[config.mk]
export PLATFORM = sky130hd
export DESIGN_NAME = inst_mem_loader
export DESIGN_NICKNAME = d
export VERILOG_FILES = /design/src/rtl/inst_loader_pkg.sv /design/src/rtl/loader_word_shifter.sv /design/src/rtl/inst_mem_loader.sv
export SDC_FILE = /design/constraint.sdc
export NUM_CORES = 1
export LEC_CHECK = 0
export BUFFER_PORTS_ARGS = -buffer_cell sky130_fd_sc_hd__clkbuf_2
export CAP_MARGIN = 20
export CORE_MARGIN = 2
export CORE_UTILIZATION = 50
export DETAILED_ROUTE_END_ITERATION = 10
export GPL_TIMING_DRIVEN = 0
export PLACE_DENSITY = 0.74
export SLEW_MARGIN = 15
export SYNTH_ARGS = -nofsm -noshare
export SYNTH_HDL_FRONTEND = slang
export SYNTH_HIERARCHICAL = 1
export SYNTH_SLANG_ARGS = --single-unit
[constraint.sdc]
create_clock -name clk -period 2.27 [get_ports clk]
set_clock_uncertainty 0.2 [all_clocks]
set_input_delay 0.227 -clock clk [delete_from_list [all_inputs] [get_ports clk]]
set_output_delay 0.227 -clock clk [all_outputs]
set_load 0.1 [all_outputs]
[src/rtl/inst_loader_pkg.sv]
// Shared types and constants for the instruction memory loader.
package inst_loader_pkg;

  localparam int unsigned DEPTH_WORDS_DEF = 256;
  localparam int unsigned CNT_WIDTH_DEF   = 16;
  localparam int unsigned HDR_BYTES       = 2;
  localparam int unsigned BYTES_PER_WORD  = 4;
  localparam int unsigned BYTE_IDX_W      = $clog2(BYTES_PER_WORD);

  // Loader states; the checksum state exists only when the checksum is enabled.
  typedef enum logic [2:0] {
    ST_CNT_HI,
    ST_CNT_LO,
    ST_WORD,
    ST_WRITE,
`ifdef INST_LOADER_CHECKSUM_EN
    ST_CKSUM,
`endif
    ST_DONE,
    ST_ERROR
  } loader_state_e;

endpackage

[src/rtl/loader_word_shifter.sv]
// Big-endian word assembler: shifts bytes in MSB first and flags the last byte of a word.
module loader_word_shifter
  import inst_loader_pkg::*;
(
  input  logic        clk,
  input  logic        reset,
  input  logic        clear,
  input  logic        shift_en,
  input  logic [7:0]  in_data,
  output logic [31:0] word,
  output logic        last_byte
);

  logic [BYTE_IDX_W-1:0] byte_idx;

  // Shift register and byte position; clear realigns to the first byte of a word.
  always_ff @(posedge clk) begin
    if (!reset) begin
      word     <= '0;
      byte_idx <= '0;
    end else if (clear) begin
      byte_idx <= '0;
    end else if (shift_en) begin
      word     <= {word[23:0], in_data};
      byte_idx <= byte_idx + BYTE_IDX_W'(1);
    end
  end

  assign last_byte = (byte_idx == BYTE_IDX_W'(BYTES_PER_WORD - 1));

endmodule

[src/rtl/inst_mem_loader.sv]
// Loads a length-prefixed big-endian byte stream into instruction memory and
// holds the CPU until the image is complete.
// Optional: define INST_LOADER_CHECKSUM_EN to require a trailing XOR checksum byte.
module inst_mem_loader
  import inst_loader_pkg::*;
#(
  parameter int unsigned DEPTH_WORDS = DEPTH_WORDS_DEF,
  parameter int unsigned CNT_WIDTH   = CNT_WIDTH_DEF
) (
  input  logic        clk,
  input  logic        reset,
  input  logic        in_valid,
  input  logic [7:0]  in_data,
  output logic        in_ready,
  output logic        mem_we,
  output logic [31:0] mem_addr,
  output logic [31:0] mem_wdata,
  output logic        cpu_hold,
  output logic        done,
  output logic        error
);

`ifdef INST_LOADER_CHECKSUM_EN
  localparam loader_state_e ST_FINAL = ST_CKSUM;
`else
  localparam loader_state_e ST_FINAL = ST_DONE;
`endif

  loader_state_e        state, state_next;
  logic [CNT_WIDTH-1:0] count;
  logic [CNT_WIDTH-1:0] word_idx;
  logic [CNT_WIDTH-1:0] n_hdr;
  logic [31:0]          word;
  logic                 last_byte;
  logic                 accept;
  logic                 shift_en;
  logic                 clear_idx;
  logic                 ready_next;
  logic [7:0]           unused_word_msb;
`ifdef INST_LOADER_CHECKSUM_EN
  logic [7:0]           csum;
`endif

  assign accept          = in_valid && in_ready;
  assign n_hdr           = count | CNT_WIDTH'(in_data);
  assign unused_word_msb = word[31:24];

  loader_word_shifter u_shifter (
    .clk       (clk),
    .reset     (reset),
    .clear     (clear_idx),
    .shift_en  (shift_en),
    .in_data   (in_data),
    .word      (word),
    .last_byte (last_byte)
  );

  // State register.
  always_ff @(posedge clk) begin
    if (!reset) state <= ST_CNT_HI;
    else        state <= state_next;
  end

  // Next-state decode and datapath strobes.
  always_comb begin
    state_next = state;
    shift_en   = 1'b0;
    clear_idx  = 1'b0;
    ready_next = 1'b0;
    case (state)
      ST_CNT_HI: if (accept) state_next = ST_CNT_LO;
      ST_CNT_LO: begin
        if (accept) begin
          if (n_hdr > CNT_WIDTH'(DEPTH_WORDS)) begin
            state_next = ST_ERROR;
          end else if (n_hdr == '0) begin
            state_next = ST_FINAL;
          end else begin
            clear_idx  = 1'b1;
            state_next = ST_WORD;
          end
        end
      end
      ST_WORD: begin
        if (accept) begin
          shift_en = 1'b1;
          if (last_byte) state_next = ST_WRITE;
        end
      end
      ST_WRITE: begin
        if ((word_idx + CNT_WIDTH'(1)) == count) state_next = ST_FINAL;
        else                                     state_next = ST_WORD;
      end
`ifdef INST_LOADER_CHECKSUM_EN
      ST_CKSUM: if (accept) state_next = (in_data == csum) ? ST_DONE : ST_ERROR;
`endif
      ST_DONE:  state_next = ST_DONE;
      ST_ERROR: state_next = ST_ERROR;
      default:  state_next = ST_CNT_HI;
    endcase
    case (state_next)
      ST_CNT_HI, ST_CNT_LO, ST_WORD: ready_next = 1'b1;
`ifdef INST_LOADER_CHECKSUM_EN
      ST_CKSUM:                      ready_next = 1'b1;
`endif
      default:                       ready_next = 1'b0;
    endcase
  end

  // Header count, word index and running checksum.
  always_ff @(posedge clk) begin
    if (!reset) begin
      count    <= '0;
      word_idx <= '0;
`ifdef INST_LOADER_CHECKSUM_EN
      csum     <= '0;
`endif
    end else begin
      if (accept && state == ST_CNT_HI) count <= CNT_WIDTH'({in_data, 8'h00});
      if (accept && state == ST_CNT_LO) count <= n_hdr;
      if (clear_idx)               word_idx <= '0;
      else if (state == ST_WRITE)  word_idx <= word_idx + CNT_WIDTH'(1);
`ifdef INST_LOADER_CHECKSUM_EN
      if (accept && state != ST_CKSUM) csum <= csum ^ in_data;
`endif
    end
  end

  // Registered outputs, loaded from the upcoming state so they align with it.
  always_ff @(posedge clk) begin
    if (!reset) begin
      in_ready  <= 1'b0;
      mem_we    <= 1'b0;
      mem_addr  <= '0;
      mem_wdata <= '0;
      cpu_hold  <= 1'b1;
      done      <= 1'b0;
      error     <= 1'b0;
    end else begin
      in_ready <= ready_next;
      mem_we   <= (state_next == ST_WRITE);
      cpu_hold <= (state_next != ST_DONE);
      done     <= (state_next == ST_DONE);
      error    <= (state_next == ST_ERROR);
      if (state_next == ST_WRITE) begin
        mem_addr  <= 32'(word_idx) << 2;
        mem_wdata <= {word[23:0], in_data};
      end
    end
  end

endmodule

# [Word-level counts from Yosys, hierarchy flattened]
# Cells that the tools add are included.
[word_totals] out_inout_bits=69 register_bits=114
[op_classes] n_eq_ne=13 order_cmp=1 n_mux=17 n_bitwise=3 add_sub_neg=2 reduce_logical=10
[ops] operator="$mux 16" n=2
[ops] operator="$mux 3" n=7
[ops] operator="$pmux 3 s6" n=1
[ops] operator="$add 16x1->16 const B" n=1
[ops] operator="$eq 16x16->1" n=1
[ops] operator="$gt 16x9->1 const B" n=1
[ops] operator="$logic_not 16->1" n=1
[ops] operator="$or 16x8->16" n=1
[ops] operator="$eq 3x2->1 const B" n=4
[ops] operator="$eq 3x3->1 const B" n=4
[ops] operator="$mux 1" n=7
[ops] operator="$eq 3x1->1 const B" n=2
[ops] operator="$logic_not 3->1" n=2
[ops] operator="$logic_and 1x1->1" n=3
[ops] operator="$ne 3x3->1 const B" n=1
[ops] operator="$reduce_or 3->1" n=1
[ops] operator="$add 2x1->2 const B" n=1
[ops] operator="$eq 2x2->1 const B" n=1
[ops] operator="$not 1->1" n=2
[ops] operator="$reduce_and 2->1" n=1
[ops] operator="$reduce_bool 2->1" n=1
[ops] operator="$reduce_or 2->1" n=1

# [Depth between registers and ports, before layout]
# Gate-level depths: netlist (run 1).
[logic_depth] ltp_word=9 depth_mapped=9

# [Modules after synthesis]
# Netlist (run 1), hierarchy kept.
[by_module_without_submodules] module="inst_mem_loader" seq_area_each_um2=1761.7 area_each_um2=4077.7 n_inst=1 cells_per_inst=501
[by_module_without_submodules] module="loader_word_shifter" seq_area_each_um2=680.7 area_each_um2=1298.7 n_inst=1 cells_per_inst=121

# [Least setup slack after synthesis (run 1)]
# No wires, ideal clock.
[synth_timing] path_kind="reg-to-reg" from="reg in_ready" to="reg mem_wdata[25]" t_arrival_ns=2.512 required_ns=1.999 slack_ns=-0.513 path_stages_with_launch=9 synth_period_minus_slack_ns=2.783 setup_ns=0.071 path_cell_list="dfxtp_1 nand3b_1 nor3_1 and2_1 clkbuf_1 buf_2 buf_2 nand2_1 a21oi_1"
[synth_between] elab_chain_cells=4 word_cells_on_any_way=6 classes_between="eq/ne (1); mux (4); reduce/logical (1)"
[synth_lines] element="start: declaration" line="inst_mem_loader.sv:14" rtl="output logic in_ready,"
[synth_lines] element="start signal: assignment" line="inst_mem_loader.sv:140" rtl="in_ready <= ready_next;"
[synth_lines] element="$logic_and 1x1->1 *" line="inst_mem_loader.sv:44" rtl="assign accept = in_valid && in_ready;"
[synth_lines] element="$mux 3 (on tied branches)" line="inst_mem_loader.sv:85, inst_mem_loader.sv:71, inst_mem_loader.sv:73"
[synth_lines] element="$pmux 3 s6 *" line="inst_mem_loader.sv:70" rtl="case (state)"
[synth_lines] element="$eq 3x2->1 *" line="inst_mem_loader.sv:145" rtl="if (state_next == ST_WRITE) begin"
[synth_lines] element="end signal: assignment" line="inst_mem_loader.sv:147" rtl="mem_wdata <= {word[23:0], in_data};"
[synth_lines] element="end: declaration" line="inst_mem_loader.sv:17" rtl="output logic [31:0] mem_wdata,"
# Every way passes the cells marked *; elsewhere a longest branch is shown, timed or not.
# A chain may end at the register's enable or synchronous reset.

# [Final worst setup path (run 1)]
[layout_timing] from="reg word_idx[0]" to="reg state[1]"
[layout_between] elab_chain_cells=4
[layout_lines] element="start: declaration" line="inst_mem_loader.sv:31" rtl="logic [CNT_WIDTH-1:0] word_idx;"
[layout_lines] element="start signal: assignment" line="inst_mem_loader.sv:122" rtl="else if (state == ST_WRITE) word_idx <= word_idx + CNT_WIDTH'(1);"
[layout_lines] element="$add 16x1->16" line="inst_mem_loader.sv:91" rtl="if ((word_idx + CNT_WIDTH'(1)) == count) state_next = ST_FINAL;"
[layout_lines] element="$eq 16x16->1" line="inst_mem_loader.sv:91"
[layout_lines] element="$mux 3" line="inst_mem_loader.sv:91"
[layout_lines] element="$pmux 3 s6" line="inst_mem_loader.sv:70"
[layout_lines] element="end signal: assignment" line="inst_mem_loader.sv:61" rtl="else state <= state_next;"
[layout_lines] element="end: declaration" line="inst_mem_loader.sv:29" rtl="loader_state_e state, state_next;"
# No other way between the ends.

==> impl_results.html, run 1 <==
<table>
<tr><th>Metric</th><th>Value</th></tr>
<tr><th colspan="2">Global routing</th></tr>
<tr><td>Total global routing track utilization</td><td>24.7%</td></tr>
<tr><td>GR Overflow Total</td><td>0</td></tr>
<tr><td>Maximum number of pins on one net before global-route repair</td><td>17</td></tr>
<tr><td>Wire length of the first global-routing pass</td><td>21.5 mm</td></tr>
<tr><td>Number of antenna violations at the first check in global routing</td><td>0</td></tr>
<tr><td>Via count of the first global-routing pass</td><td>4359</td></tr>
<tr><th colspan="2">Power</th></tr>
<tr><td>Register share of total power</td><td>39.0%</td></tr>
<tr><td>Share of power burned in the clock network</td><td>52.1%</td></tr>
<tr><td>Peak VDD IR</td><td>0.000458 V</td></tr>
<tr><td>Gate power share</td><td>8.9%</td></tr>
<tr><td>Switching Power</td><td>0.00136 W</td></tr>
<tr><td>Sw Share</td><td>25.8%</td></tr>
<tr><td>Leakage power figure</td><td>2.65 nW</td></tr>
<tr><td>Final Power</td><td>0.00526 W</td></tr>
<tr><td>Power density over cell area</td><td>779 mW/mm²</td></tr>
<tr><td>Internal power consumption</td><td>0.00391 W</td></tr>
<tr><th colspan="2">Timing</th></tr>
<tr><td>Worst-case hold slack</td><td>0.127 ns</td></tr>
<tr><td>Aggregate negative setup slack</td><td>-0.173 ns</td></tr>
<tr><td>Count of endpoints failing hold in the final timing report</td><td>0</td></tr>
<tr><td>Min Clock Period, post-route</td><td>2.34 ns</td></tr>
<tr><td>Least-Margin Pin Slew</td><td>0.622 ns</td></tr>
<tr><td>Share of the clock period used by the worst path after layout</td><td>103%</td></tr>
<tr><td>Unrepaired setup endpoints after global routing</td><td>yes</td></tr>
<tr><td>Remaining max-slew budget at the tightest pin</td><td>58.5%</td></tr>
<tr><td>Number of setup violations in the final report</td><td>4</td></tr>
<tr><td>Max Clk Rate</td><td>427 MHz</td></tr>
<tr><td>PnR worst setup slack</td><td>-0.0698 ns</td></tr>
<tr><td>Final Slew Violations</td><td>0</td></tr>
<tr><th colspan="2">Yosys</th></tr>
<tr><td>Cell area after technology mapping</td><td>0.00511 mm²</td></tr>
<tr><td>Yosys warnings</td><td>6</td></tr>
<tr><td>Cell count after synthesis</td><td>598</td></tr>
<tr><td>Synthesized area per cell</td><td>8.54 µm²</td></tr>
<tr><th colspan="2">Detailed routing</th></tr>
<tr><td>Drt total wl</td><td>14.4 mm</td></tr>
<tr><td>DRT Pass-1 Iters</td><td>6</td></tr>
<tr><td>Initial drt markers</td><td>272</td></tr>
<tr><td>Via count</td><td>4710</td></tr>
<tr><td>Wire length per cell after detailed routing</td><td>16.6 µm</td></tr>
<tr><td>Number of DRC violations after detailed routing</td><td>0</td></tr>
<tr><td>Antenna-violating nets left</td><td>0</td></tr>
<tr><td>Avg Vias per Cell</td><td>5.44</td></tr>
<tr><th colspan="2">Clocking</th></tr>
<tr><td>Root cell of the clock tree</td><td>sky130_fd_sc_hd__clkbuf_8</td></tr>
<tr><td>Post-CTS clock slew at the launch and capture registers of the worst setup and hold paths</td><td>0.06 ns</td></tr>
<tr><td>Clock H-tree levels</td><td>4</td></tr>
<tr><td>Bufs on Longest Clock Path</td><td>2</td></tr>
<tr><td>Insertion delay of the later-clocked pin in the worst-skew pair</td><td>0.53 ns</td></tr>
<tr><td>CTS buffer count</td><td>17</td></tr>
<tr><td>Clock tree from TritonCTS</td><td>yes</td></tr>
<tr><td>Clock sink total</td><td>114</td></tr>
<tr><th colspan="2">Placement</th></tr>
<tr><td>Weighted congestion at the end of routability-driven global placement</td><td>0.893</td></tr>
<tr><td>Placed cell count</td><td>809</td></tr>
<tr><td>Count of port buffers added during placement</td><td>63</td></tr>
<tr><td>Placed wire-length estimate after detailed placement</td><td>9.16 mm</td></tr>
<tr><td>Instance area at placement</td><td>0.00566 mm²</td></tr>
<tr><th colspan="2">Job</th></tr>
<tr><td>Reported max-cap violation count</td><td>0</td></tr>
<tr><th colspan="2">Layout</th></tr>
<tr><td>Filler-free cell count of the finished design</td><td>866</td></tr>
<tr><td>Multi-input combinational cell area</td><td>0.00271 mm²</td></tr>
<tr><td>Area of all placed cells without fillers</td><td>0.00676 mm²</td></tr>
<tr><td>Fillers</td><td>749</td></tr>
<tr><td>Area growth from synthesis to layout</td><td>32.4%</td></tr>
<tr><td>Sequential cell area</td><td>0.00230 mm²</td></tr>
<tr><td>NumNets Final</td><td>733</td></tr>
<tr><td>Antenna fix cells</td><td>0</td></tr>
<tr><td>Ratio of cells with drive above 1 in the final layout</td><td>27.4%</td></tr>
<tr><th colspan="2">Worst setup path</th></tr>
<tr><td>Category of the worst setup path capture point</td><td>flop</td></tr>
<tr><td>Arrival time at the worst endpoint</td><td>2.52 ns</td></tr>
<tr><td>Highest fanout seen on the critical path</td><td>8</td></tr>
<tr><td>Highest-delay cell along the critical path</td><td>sky130_fd_sc_hd__dfxtp_4</td></tr>
<tr><td>Largest incremental delay on the critical path</td><td>0.38 ns</td></tr>
<tr><td>Buffering stage count on the worst path with inverters included</td><td>2</td></tr>
<tr><td>Critical Path Source Type</td><td>flop</td></tr>
<tr><td>Setup Crit Path Kind</td><td>flop to flop</td></tr>
<tr><td>Crit path max-delay family</td><td>simple AND/OR/NAND/NOR gates</td></tr>
<tr><td>Crit path cell chain</td><td>ha_4, buf_6, buf_4, nor3b_1, o21ai_1, o311ai_2, nand4b_1, nor4_4, a311oi_1</td></tr>
<tr><td>CP required</td><td>2.45 ns</td></tr>
<tr><th colspan="2">Outcome</th></tr>
<tr><td>Run status</td><td>finished with violations</td></tr>
<tr><td>Failing checks</td><td>setup timing</td></tr>
<tr><th colspan="2">Floorplan</th></tr>
<tr><td>Area inside the core boundary</td><td>0.00986 mm²</td></tr>
<tr><td>Placement Rows</td><td>36</td></tr>
<tr><td>Num ports</td><td>80</td></tr>
<tr><td>Die Height</td><td>105 µm</td></tr>
<tr><td>Die Area</td><td>0.0110 mm²</td></tr>
<tr><td>Die width</td><td>105 µm</td></tr>
<tr><td>Starting utilization of the core area</td><td>51.8%</td></tr>
<tr><th colspan="2">Min path</th></tr>
<tr><td>Worst hold path class</td><td>input port to flop</td></tr>
</table>
[flip-flops by register name, indices dropped and copies added (netlist names)]
register	flops
mem_addr	16
cpu_hold	1
mem_wdata	32
u_shifter/byte_idx	2
word_idx	16
u_shifter/word	24
count	16
done	1
state	3
error	1
in_ready	1
mem_we	1
[worst reg2reg max path, delay by kind of cell (launching register included)]
family	cells	cell delay (ns)
AOI/OAI and AO/OA	3	0.42
adders and majority gates	1	0.14
buffers and inverters	2	0.26
DFF	1	0.38
and+or+nand+nor	3	0.80
[what timing repair did]
item,4_1_cts,5_1_grt
resized for setup,18,49
buffers inserted,0,18
endpoints found under the setup margin,59,90
pin swaps,3,18
cloned,0,1
hold endpoints to repair,41,0
hold buffers,9,0
[power by group through the flow]
stage | clock network, W | logic, W | registers, W
final | 0.00274 | 0.000466 | 0.00205
after global routing | 0.00286 | 0.000483 | 0.00206
after CTS | 0.00276 | 0.000429 | 0.00205
after detailed placement | 0 | 0.000397 | 0.00209
after global placement | 0 | 0.000390 | 0.00209
after floorplan | 0 | 0.000309 | 0.00210
[layer usage]
metal,GRT usage (%),up-vias,part of all wire (%)
li1,-,2225,-
met1,30.3,2266,40
met2,40.7,187,51
met3,7.67,32,7.5
met4,8.95,0,1.8
met5,0,-,0
[placed cells by master, fill, tap and decap left out, types with 4 or more instances in the layout]
cell type                       count
sky130_fd_sc_hd__dfxtp_1          107
sky130_fd_sc_hd__clkinv_4           4
sky130_fd_sc_hd__and4_1             5
sky130_fd_sc_hd__clkbuf_8           4
sky130_fd_sc_hd__nand4_1            4
sky130_fd_sc_hd__nor3_1             6
sky130_fd_sc_hd__conb_1            16
sky130_fd_sc_hd__clkbuf_16         17
sky130_fd_sc_hd__dfxtp_2            4
sky130_fd_sc_hd__clkbuf_2          68
sky130_fd_sc_hd__inv_1              7
sky130_fd_sc_hd__and3_1             4
sky130_fd_sc_hd__clkbuf_4           4
sky130_fd_sc_hd__nor2b_1            4
sky130_fd_sc_hd__xor2_1            14
sky130_fd_sc_hd__nor2_1            46
sky130_fd_sc_hd__nand2_1          144
sky130_fd_sc_hd__buf_6              8
sky130_fd_sc_hd__buf_4             34
sky130_fd_sc_hd__a21oi_1           60
sky130_fd_sc_hd__mux2i_1           34
sky130_fd_sc_hd__buf_2              4
sky130_fd_sc_hd__nand3_1            6
sky130_fd_sc_hd__clkbuf_1          12
sky130_fd_sc_hd__nand2b_1           4
sky130_fd_sc_hd__xnor2_1           16
sky130_fd_sc_hd__dlygate4sd3_1      9
[worst paths after layout]
check             cells after the start          start  slack [ns]            end
setup reg to reg                      9    word_idx[0]       -0.07       state[1]
hold reg to reg                       2  mem_wdata[20]        0.25  mem_wdata[20]
setup / recovery                      9    word_idx[0]       -0.07       state[1]
hold / removal                        6     in_data[6]        0.13       state[1]
[final cells by class]
type | count | area share (%)
Inverter | 8 | 0.444
Multi-Input combinational cell | 437 | 40.1
Buffer | 52 | 5.78
Tap cell | 133 | 2.46
Timing Repair Buffer | 90 | 8.00
Clock inverter | 11 | 2.07
Sequential cell | 114 | 34.0
Clock buffer | 21 | 7.11
[stage by stage]
stage / worst slack (ns) / utilization (%)
finish: -0.0698 / 68.5
global route: -0.131 / 68.5
CTS: -0.0269 / 65.3
detailed placement: -0.336 / 57.3
global placement: -0.283 / 57.3
floorplan: 0.0470 / -
Note: power is estimated with default switching activity, not from simulation.
==> inputs of run 2 (changes only) <==
--- a/config.mk
+++ b/config.mk
@@ -5,15 +5,16 @@
 export SDC_FILE = /design/constraint.sdc
 export NUM_CORES = 1
 export LEC_CHECK = 0
+export ABC_CLOCK_PERIOD_IN_PS = 2270
 export BUFFER_PORTS_ARGS = -buffer_cell sky130_fd_sc_hd__clkbuf_2
 export CAP_MARGIN = 20
 export CORE_MARGIN = 2
 export CORE_UTILIZATION = 50
+export CTS_BUF_LIST = sky130_fd_sc_hd__clkbuf_8
 export DETAILED_ROUTE_END_ITERATION = 10
 export GPL_TIMING_DRIVEN = 0
-export PLACE_DENSITY = 0.74
+export PLACE_DENSITY = 0.75
 export SLEW_MARGIN = 15
 export SYNTH_ARGS = -nofsm -noshare
 export SYNTH_HDL_FRONTEND = slang
-export SYNTH_HIERARCHICAL = 1
 export SYNTH_SLANG_ARGS = --single-unit
==> run 2 against run 1 <==
The run still ends with setup timing left; largest cell class unchanged; die area is 0.43% lower; final area is 4.2% lower; clock power is 29% lower.
==> impl_results.html, run 2 <==
<table>
<tr><th>Metric</th><th>Value</th></tr>
<tr><th colspan="2">Outcome</th></tr>
<tr><td>Run status</td><td>finished with violations</td></tr>
<tr><td>Failing checks</td><td>setup timing</td></tr>
<tr><th colspan="2">Yosys</th></tr>
<tr><td>Post-synth cell types</td><td>55</td></tr>
<tr><td>Cell count after synthesis</td><td>596</td></tr>
<tr><td>Main synth FF type</td><td>sky130_fd_sc_hd__dfxtp_1</td></tr>
<tr><td>Count of flip-flops with a built-in enable after synthesis</td><td>0</td></tr>
<tr><td>Ys async rst share</td><td>0%</td></tr>
<tr><td>Commonest cells in the netlist</td><td>sky130_fd_sc_hd__nand2_1 (164), sky130_fd_sc_hd__dfxtp_1 (114), sky130_fd_sc_hd__a21boi_0 (74)</td></tr>
<tr><td>Cell area after technology mapping</td><td>0.00508 mm²</td></tr>
<tr><td>Post-synthesis sequential element count</td><td>114</td></tr>
<tr><td>Post-synthesis cell type with the largest combined area</td><td>sky130_fd_sc_hd__dfxtp_1</td></tr>
<tr><td>Yosys warnings</td><td>0</td></tr>
<tr><td>Seq/Total Area, Yosys</td><td>44.9%</td></tr>
<tr><td>Synthesized area per cell</td><td>8.53 µm²</td></tr>
<tr><td>Biggest area contributors in the synthesized netlist</td><td>sky130_fd_sc_hd__dfxtp_1 (45%), sky130_fd_sc_hd__nand2_1 (12%), sky130_fd_sc_hd__a21boi_0 (11%)</td></tr>
<tr><td>Fraction of post-synthesis cell area in the top cell type by area</td><td>44.9%</td></tr>
<tr><td>Library cell with the highest instance count after synthesis</td><td>sky130_fd_sc_hd__nand2_1</td></tr>
<tr><th colspan="2">Worst setup path</th></tr>
<tr><td>Setup Crit Path Kind</td><td>flop to flop</td></tr>
<tr><td>Highest fanout seen on the critical path</td><td>6</td></tr>
<tr><td>Critical Path Source Type</td><td>flop</td></tr>
<tr><td>Arrival time at the worst endpoint</td><td>2.51 ns</td></tr>
<tr><td>Category of the worst setup path capture point</td><td>flop</td></tr>
<tr><td>CP required</td><td>2.46 ns</td></tr>
<tr><th colspan="2">Layout</th></tr>
<tr><td>Antenna fix cells</td><td>0</td></tr>
<tr><td>Ratio of cells with drive above 1 in the final layout</td><td>24.7%</td></tr>
<tr><td>Most frequent standard cell in the layout excluding fill and tap cells</td><td>sky130_fd_sc_hd__nand2_1</td></tr>
<tr><td>NumNets Final</td><td>730</td></tr>
<tr><td>Area growth from synthesis to layout</td><td>27.4%</td></tr>
<tr><td>Most frequent cells in the layout</td><td>sky130_fd_sc_hd__nand2_1 (164), sky130_fd_sc_hd__dfxtp_1 (110), sky130_fd_sc_hd__a21boi_0 (74)</td></tr>
<tr><td>Regs by FF count</td><td>mem_wdata x32, u_shifter.word x24</td></tr>
<tr><td>Utilization after layout</td><td>66.0%</td></tr>
<tr><td>Max FFs per register</td><td>32</td></tr>
<tr><td>Area of all placed cells without fillers</td><td>0.00648 mm²</td></tr>
<tr><td>Fillers</td><td>843</td></tr>
<tr><td>Reg with most FFs</td><td>mem_wdata</td></tr>
<tr><td>Filler-free cell count of the finished design</td><td>863</td></tr>
<tr><th colspan="2">Floorplan</th></tr>
<tr><td>Area inside the core boundary</td><td>0.00982 mm²</td></tr>
<tr><td>Die Height</td><td>105 µm</td></tr>
<tr><td>Starting utilization of the core area</td><td>51.8%</td></tr>
<tr><td>Num ports</td><td>80</td></tr>
<tr><td>Die width</td><td>105 µm</td></tr>
<tr><td>Placement Rows</td><td>36</td></tr>
<tr><td>Die Area</td><td>0.0110 mm²</td></tr>
<tr><th colspan="2">Global routing</th></tr>
<tr><td>Wire length of the first global-routing pass</td><td>22.0 mm</td></tr>
<tr><td>Maximum number of pins on one net before global-route repair</td><td>20</td></tr>
<tr><td>Number of antenna violations at the first check in global routing</td><td>0</td></tr>
<tr><td>Via count of the first global-routing pass</td><td>4263</td></tr>
<tr><td>GR Overflow Total</td><td>0</td></tr>
<tr><td>Total global routing track utilization</td><td>25.4%</td></tr>
<tr><th colspan="2">Detailed routing</th></tr>
<tr><td>Via count</td><td>4609</td></tr>
<tr><td>Antenna-violating nets left</td><td>0</td></tr>
<tr><td>Drt total wl</td><td>13.6 mm</td></tr>
<tr><td>Number of DRC violations after detailed routing</td><td>0</td></tr>
<tr><td>DRT Pass-1 Iters</td><td>5</td></tr>
<tr><td>Avg Vias per Cell</td><td>5.34</td></tr>
<tr><td>Wire length per cell after detailed routing</td><td>15.8 µm</td></tr>
<tr><td>Initial drt markers</td><td>303</td></tr>
<tr><th colspan="2">Min path</th></tr>
<tr><td>Worst hold path class</td><td>input port to flop</td></tr>
<tr><th colspan="2">Placement</th></tr>
<tr><td>Instance area at placement</td><td>0.00566 mm²</td></tr>
<tr><td>Placed wire-length estimate after detailed placement</td><td>9.16 mm</td></tr>
<tr><td>Weighted congestion at the end of routability-driven global placement</td><td>0.928</td></tr>
<tr><td>Count of port buffers added during placement</td><td>63</td></tr>
<tr><td>Placed cell count</td><td>807</td></tr>
<tr><th colspan="2">Clocking</th></tr>
<tr><td>Clock sink total</td><td>114</td></tr>
<tr><td>Insertion delay of the later-clocked pin in the worst-skew pair</td><td>0.45 ns</td></tr>
<tr><td>Root cell of the clock tree</td><td>sky130_fd_sc_hd__clkbuf_8</td></tr>
<tr><td>Bufs on Longest Clock Path</td><td>2</td></tr>
<tr><td>Post-CTS clock slew at the launch and capture registers of the worst setup and hold paths</td><td>0.08 ns</td></tr>
<tr><td>Clock H-tree levels</td><td>4</td></tr>
<tr><td>CTS buffer count</td><td>17</td></tr>
<tr><td>Clock tree from TritonCTS</td><td>yes</td></tr>
<tr><th colspan="2">Timing</th></tr>
<tr><td>Min Clock Period, post-route</td><td>2.33 ns</td></tr>
<tr><td>Unrepaired setup endpoints after global routing</td><td>yes</td></tr>
<tr><td>PnR worst setup slack</td><td>-0.0582 ns</td></tr>
<tr><td>Remaining max-slew budget at the tightest pin</td><td>56.6%</td></tr>
<tr><td>Final Slew Violations</td><td>0</td></tr>
<tr><td>Max Clk Rate</td><td>430 MHz</td></tr>
<tr><td>Count of endpoints failing hold in the final timing report</td><td>0</td></tr>
<tr><td>Share of the clock period used by the worst path after layout</td><td>103%</td></tr>
<tr><td>Least-Margin Pin Slew</td><td>0.649 ns</td></tr>
<tr><td>Number of setup violations in the final report</td><td>5</td></tr>
<tr><th colspan="2">Job</th></tr>
<tr><td>Reported max-cap violation count</td><td>0</td></tr>
<tr><th colspan="2">Power</th></tr>
<tr><td>Leakage power figure</td><td>2.46 nW</td></tr>
<tr><td>Power density over cell area</td><td>679 mW/mm²</td></tr>
<tr><td>Peak VDD IR</td><td>0.000379 V</td></tr>
</table>
[run 2: final timing paths]
path | cells past startpoint | slack, ns | endpoint | start
worst max-delay path | 7 | -0.06 | state[2] | word_idx[1]
worst min-delay path | 4 | 0.08 | u_shifter.byte_idx[1] | reset
worst max register to register | 7 | -0.06 | state[2] | word_idx[1]
worst min register to register | 2 | 0.26 | mem_addr[5] | mem_addr[5]
[run 2: timing repair]
| item | in CTS | in global routing |
|---|---|---|
| endpoints found under the setup margin | 28 | 42 |
| gates resized for setup | 24 | 20 |
| pin swaps | 14 | 4 |
| endpoints found under the hold margin | 31 | 0 |
| buffers inserted | 17 | 2 |
| hold buffers | 9 | 0 |
[run 2: through the flow]
stage               hold slack (ns)  total power [W]  setup TNS (ns)  worst slack [ns]
floorplan                     0.168          0.00239               0            0.0127
global placement              0.249          0.00245           -2.36            -0.369
detailed placement            0.257          0.00246           -3.96            -0.433
CTS                          0.0602          0.00440          -0.124           -0.0505
global route                  0.101          0.00454          -0.620            -0.121
finish                       0.0833          0.00440          -0.244           -0.0582
[run 2: critical path: stages (launching register included)]
cell and delay (ns):
sky130_fd_sc_hd__dfxtp_4 0.38, sky130_fd_sc_hd__ha_4 0.16, sky130_fd_sc_hd__nand3_4 0.10, sky130_fd_sc_hd__or3_4 0.39, sky130_fd_sc_hd__a2111oi_4 0.40, sky130_fd_sc_hd__nand4b_1 0.22, sky130_fd_sc_hd__nor4_4 0.27, sky130_fd_sc_hd__or2_1 0.15
[run 2: area by class of cell]
type	instances	area, µm²	area share [%]
Clock buffer	17	234	3.61
Tap cell	133	166	2.57
Multi-Input combinational cell	436	2700	41.7
Timing Repair Buffer	91	561	8.66
Sequential cell	114	2290	35.4
Inverter	5	18.8	0.290
Clock inverter	15	169	2.61
Buffer	52	337	5.20
[run 2: cell families (layout without fill, tap and decap cells)]
group                      count (synthesis)  after routing  synth area share [%]
AOI/OAI and AO/OA                        114            114                  16.6
xor gates and xnor gates                  34             34                  5.86
adders and majority gates                  2              2                 0.492
buffers and inverters                     61            180                  6.47
DFF                                      114            114                  44.9
muxes                                      9              9                  1.77
other                                      1             16                0.0738
and+or+nand+nor                          261            261                  23.8
[run 2: power by group]
| part | internal [W] | switching [W] |
|---|---|---|
| combinational | 0.000130 | 0.000284 |
| clock | 0.00108 | 0.000863 |
| sequential | 0.00202 | 0.0000276 |
| total | 0.00323 | 0.00117 |
[run 2: routing by layer]
| layer | wire length [µm] | track usage (%) | vias to the layer above | share of wire (%) |
|---|---|---|---|---|
| met5 | 0 | 0 | - | 0 |
| met1 | 6040 | 33.1 | 2170 | 44 |
| met2 | 6300 | 40.3 | 214 | 46 |
| li1 | - | - | 2202 | - |
| met3 | 1040 | 6.80 | 23 | 7.6 |
| met4 | 257 | 9.33 | 0 | 1.9 |
==> inputs of run 3 (changes only) <==
--- a/config.mk
+++ b/config.mk
@@ -5,7 +5,7 @@
 export SDC_FILE = /design/constraint.sdc
 export NUM_CORES = 1
 export LEC_CHECK = 0
-export ABC_CLOCK_PERIOD_IN_PS = 2270
+export ABC_CLOCK_PERIOD_IN_PS = 2000
 export BUFFER_PORTS_ARGS = -buffer_cell sky130_fd_sc_hd__clkbuf_2
 export CAP_MARGIN = 20
 export CORE_MARGIN = 2
==> constraint.sdc (replaced) <==
create_clock -name clk -period 2 [get_ports clk]
set_clock_uncertainty 0.2 [all_clocks]
set_input_delay 0.2 -clock clk [delete_from_list [all_inputs] [get_ports clk]]
set_output_delay 0.2 -clock clk [all_outputs]
set_load 0.1 [all_outputs]
==> run 3 against run 2 <==
The run still ends with setup timing left; non-clock buffer count is 19 higher; critical endpoint is now cpu_hold; register-to-register slack worse by 0.41 ns; critical path type unchanged; sequential share of layout area down 1.6 points.
==> impl_results.html, run 3 (synthesized netlist as in run 2, its figures left out) <==
<table>
<tr><th>Metric</th><th>Value</th></tr>
<tr><th colspan="2">Outcome</th></tr>
<tr><td>Run status</td><td>finished with violations</td></tr>
<tr><td>Failing checks</td><td>setup timing</td></tr>
<tr><th colspan="2">Global routing</th></tr>
<tr><td>Maximum number of pins on one net before global-route repair</td><td>17</td></tr>
<tr><td>Total global routing track utilization</td><td>24.5%</td></tr>
<tr><td>GR Overflow Total</td><td>0</td></tr>
<tr><td>Number of antenna violations at the first check in global routing</td><td>0</td></tr>
<tr><td>Wire length of the first global-routing pass</td><td>21.3 mm</td></tr>
<tr><td>Via count of the first global-routing pass</td><td>4369</td></tr>
<tr><th colspan="2">Timing</th></tr>
<tr><td>Max Clk Rate</td><td>406 MHz</td></tr>
<tr><td>Unrepaired setup endpoints after global routing</td><td>yes</td></tr>
<tr><td>Remaining max-slew budget at the tightest pin</td><td>51.1%</td></tr>
<tr><td>Count of endpoints failing hold in the final timing report</td><td>0</td></tr>
<tr><td>Final Slew Violations</td><td>0</td></tr>
<tr><td>PnR worst setup slack</td><td>-0.466 ns</td></tr>
<tr><td>Number of setup violations in the final report</td><td>25</td></tr>
<tr><td>Least-Margin Pin Slew</td><td>0.731 ns</td></tr>
<tr><td>Share of the clock period used by the worst path after layout</td><td>123%</td></tr>
<tr><td>Min Clock Period, post-route</td><td>2.47 ns</td></tr>
<tr><th colspan="2">Detailed routing</th></tr>
<tr><td>DRT Pass-1 Iters</td><td>5</td></tr>
<tr><td>Drt total wl</td><td>14.5 mm</td></tr>
<tr><td>Via count</td><td>4780</td></tr>
<tr><td>Initial drt markers</td><td>436</td></tr>
<tr><td>Wire length per cell after detailed routing</td><td>16.4 µm</td></tr>
<tr><td>Avg Vias per Cell</td><td>5.42</td></tr>
<tr><td>Number of DRC violations after detailed routing</td><td>0</td></tr>
<tr><td>Antenna-violating nets left</td><td>0</td></tr>
<tr><th colspan="2">Placement</th></tr>
<tr><td>Weighted congestion at the end of routability-driven global placement</td><td>0.911</td></tr>
<tr><td>Worst Setup Slack post-DPL</td><td>-0.459 ns</td></tr>
<tr><td>Placed wire-length estimate after detailed placement</td><td>8.80 mm</td></tr>
<tr><td>Count of port buffers added during placement</td><td>63</td></tr>
<tr><td>Instance area at placement</td><td>0.00569 mm²</td></tr>
<tr><th colspan="2">Worst setup path</th></tr>
<tr><td>Highest fanout seen on the critical path</td><td>5</td></tr>
<tr><td>Largest incremental delay on the critical path</td><td>0.51 ns</td></tr>
<tr><td>Arrival time at the worst endpoint</td><td>2.59 ns</td></tr>
<tr><td>Setup Crit Path Kind</td><td>flop to flop</td></tr>
<tr><td>Critical Path Source Type</td><td>flop</td></tr>
<tr><td>Category of the worst setup path capture point</td><td>flop</td></tr>
<tr><td>Highest-delay cell along the critical path</td><td>sky130_fd_sc_hd__dfxtp_1</td></tr>
<tr><td>Crit path max-delay family</td><td>simple AND/OR/NAND/NOR gates</td></tr>
<tr><td>Buffering stage count on the worst path with inverters included</td><td>1</td></tr>
<tr><td>CP required</td><td>2.12 ns</td></tr>
<tr><td>Crit path cell chain</td><td>nand2_1, or3_4, o311ai_4, o211ai_2, buf_4, nor4_4, a21oi_1</td></tr>
<tr><th colspan="2">Layout</th></tr>
<tr><td>Fillers</td><td>727</td></tr>
<tr><td>Reg with most FFs</td><td>mem_wdata</td></tr>
<tr><td>Most frequent standard cell in the layout excluding fill and tap cells</td><td>sky130_fd_sc_hd__nand2_1</td></tr>
<tr><td>Ratio of cells with drive above 1 in the final layout</td><td>31.1%</td></tr>
<tr><td>NumNets Final</td><td>749</td></tr>
<tr><td>Area growth from synthesis to layout</td><td>34.3%</td></tr>
<tr><td>Sequential cell area</td><td>0.00231 mm²</td></tr>
<tr><td>Antenna fix cells</td><td>0</td></tr>
<tr><td>Area of all placed cells without fillers</td><td>0.00683 mm²</td></tr>
<tr><td>Max FFs per register</td><td>32</td></tr>
<tr><td>Regs by FF count</td><td>mem_wdata x32, u_shifter.word x24</td></tr>
<tr><td>Most frequent cells in the layout</td><td>sky130_fd_sc_hd__nand2_1 (163), sky130_fd_sc_hd__dfxtp_1 (103), sky130_fd_sc_hd__a21boi_0 (73)</td></tr>
<tr><td>Multi-input combinational cell area</td><td>0.00277 mm²</td></tr>
<tr><th colspan="2">Clocking</th></tr>
<tr><td>Clock H-tree levels</td><td>4</td></tr>
<tr><td>Insertion delay of the later-clocked pin in the worst-skew pair</td><td>0.44 ns</td></tr>
<tr><td>Root cell of the clock tree</td><td>sky130_fd_sc_hd__clkbuf_8</td></tr>
<tr><td>Clock sink total</td><td>114</td></tr>
<tr><td>CTS buffer count</td><td>17</td></tr>
<tr><td>Bufs on Longest Clock Path</td><td>2</td></tr>
<tr><td>Clock tree from TritonCTS</td><td>yes</td></tr>
<tr><td>Post-CTS clock slew at the launch and capture registers of the worst setup and hold paths</td><td>0.08 ns</td></tr>
<tr><th colspan="2">Floorplan</th></tr>
<tr><td>Die width</td><td>105 µm</td></tr>
<tr><td>Die Height</td><td>105 µm</td></tr>
<tr><td>Placement Rows</td><td>36</td></tr>
<tr><td>Area inside the core boundary</td><td>0.00982 mm²</td></tr>
<tr><td>Num ports</td><td>80</td></tr>
<tr><td>Die Area</td><td>0.0110 mm²</td></tr>
<tr><td>Starting utilization of the core area</td><td>51.8%</td></tr>
<tr><th colspan="2">Power</th></tr>
<tr><td>Leakage power figure</td><td>2.63 nW</td></tr>
<tr><td>Final Power</td><td>0.00532 W</td></tr>
<tr><td>Power density over cell area</td><td>779 mW/mm²</td></tr>
<tr><td>Peak VDD IR</td><td>0.000481 V</td></tr>
<tr><th colspan="2">Job</th></tr>
<tr><td>Reported max-cap violation count</td><td>0</td></tr>
<tr><th colspan="2">Min path</th></tr>
<tr><td>Worst hold path class</td><td>input port to flop</td></tr>
</table>
[run 3: changes by cell type in the layout (fill, tap and decap cells not counted), moves of 4 or more]
cell / before / now
sky130_fd_sc_hd__dfxtp_2: 2 / 7
sky130_fd_sc_hd__nor2_4: 1 / 8
sky130_fd_sc_hd__nor2_1: 32 / 19
sky130_fd_sc_hd__buf_4: 35 / 52
sky130_fd_sc_hd__nor2_2: 0 / 6
sky130_fd_sc_hd__clkbuf_1: 18 / 11
sky130_fd_sc_hd__dfxtp_1: 110 / 103
sky130_fd_sc_hd__inv_6: 1 / 6
sky130_fd_sc_hd__clkinv_2: 4 / 0
[run 3: final cells by class]
type	count	share of cell area, %
multi-input combinational	436	40.6
sequential	114	33.8
timing repair buffer	110	10.9
buffer	52	5.39
clock buffer	17	3.43
clock inverter	15	3.21
tap	133	2.44
inverter	5	0.275
[run 3: worst paths after layout]
check | slack [ns] | from | to | depth (start not counted)
max | -0.47 | word_idx[9] | cpu_hold | 7
min | 0.10 | reset | word_idx[5] | 4
max reg2reg | -0.47 | word_idx[9] | cpu_hold | 7
min reg2reg | 0.26 | mem_wdata[28] | mem_wdata[28] | 2
[run 3: what timing repair did]
item                                   in CTS  in global routing
resized for setup                          31                 62
pin swaps                                  19                 27
buffers inserted                           20                 17
setup endpoints to repair                  58                 90
hold buffers                                9                  0
endpoints found under the hold margin      31                  0
gates cloned                                0                  1
[run 3: stage by stage]
step                hold slack, ns  setup TNS [ns]  instances  util [%]
global route                 0.103           -6.15        882      69.5
floorplan                    0.141          -0.678        611         -
CTS                         0.0867           -2.09        865      66.1
global placement             0.246           -8.32        807      57.9
finish                       0.101           -4.97        882      69.5
detailed placement           0.259          -10.64        807      57.9
[run 3: layer usage]
layer,up-vias,wire length (µm),global-route usage [%]
met5,-,0,0
met4,0,616,10.4
met3,58,1160,6.99
met2,231,6960,40.1
met1,2252,5760,30.2
li1,2239,-,-
[run 3: worst min-delay path, cell delays in order]
cell                       delay [ns]
sky130_fd_sc_hd__clkbuf_2        0.18
sky130_fd_sc_hd__nand2b_4        0.12
sky130_fd_sc_hd__buf_8           0.14
sky130_fd_sc_hd__a21oi_1         0.05
[run 3: where the power goes]
group | internal (W) | switching, W
clock network | 0.00140 | 0.00108
logic | 0.000173 | 0.000341
registers | 0.00229 | 0.0000350
total | 0.00386 | 0.00146
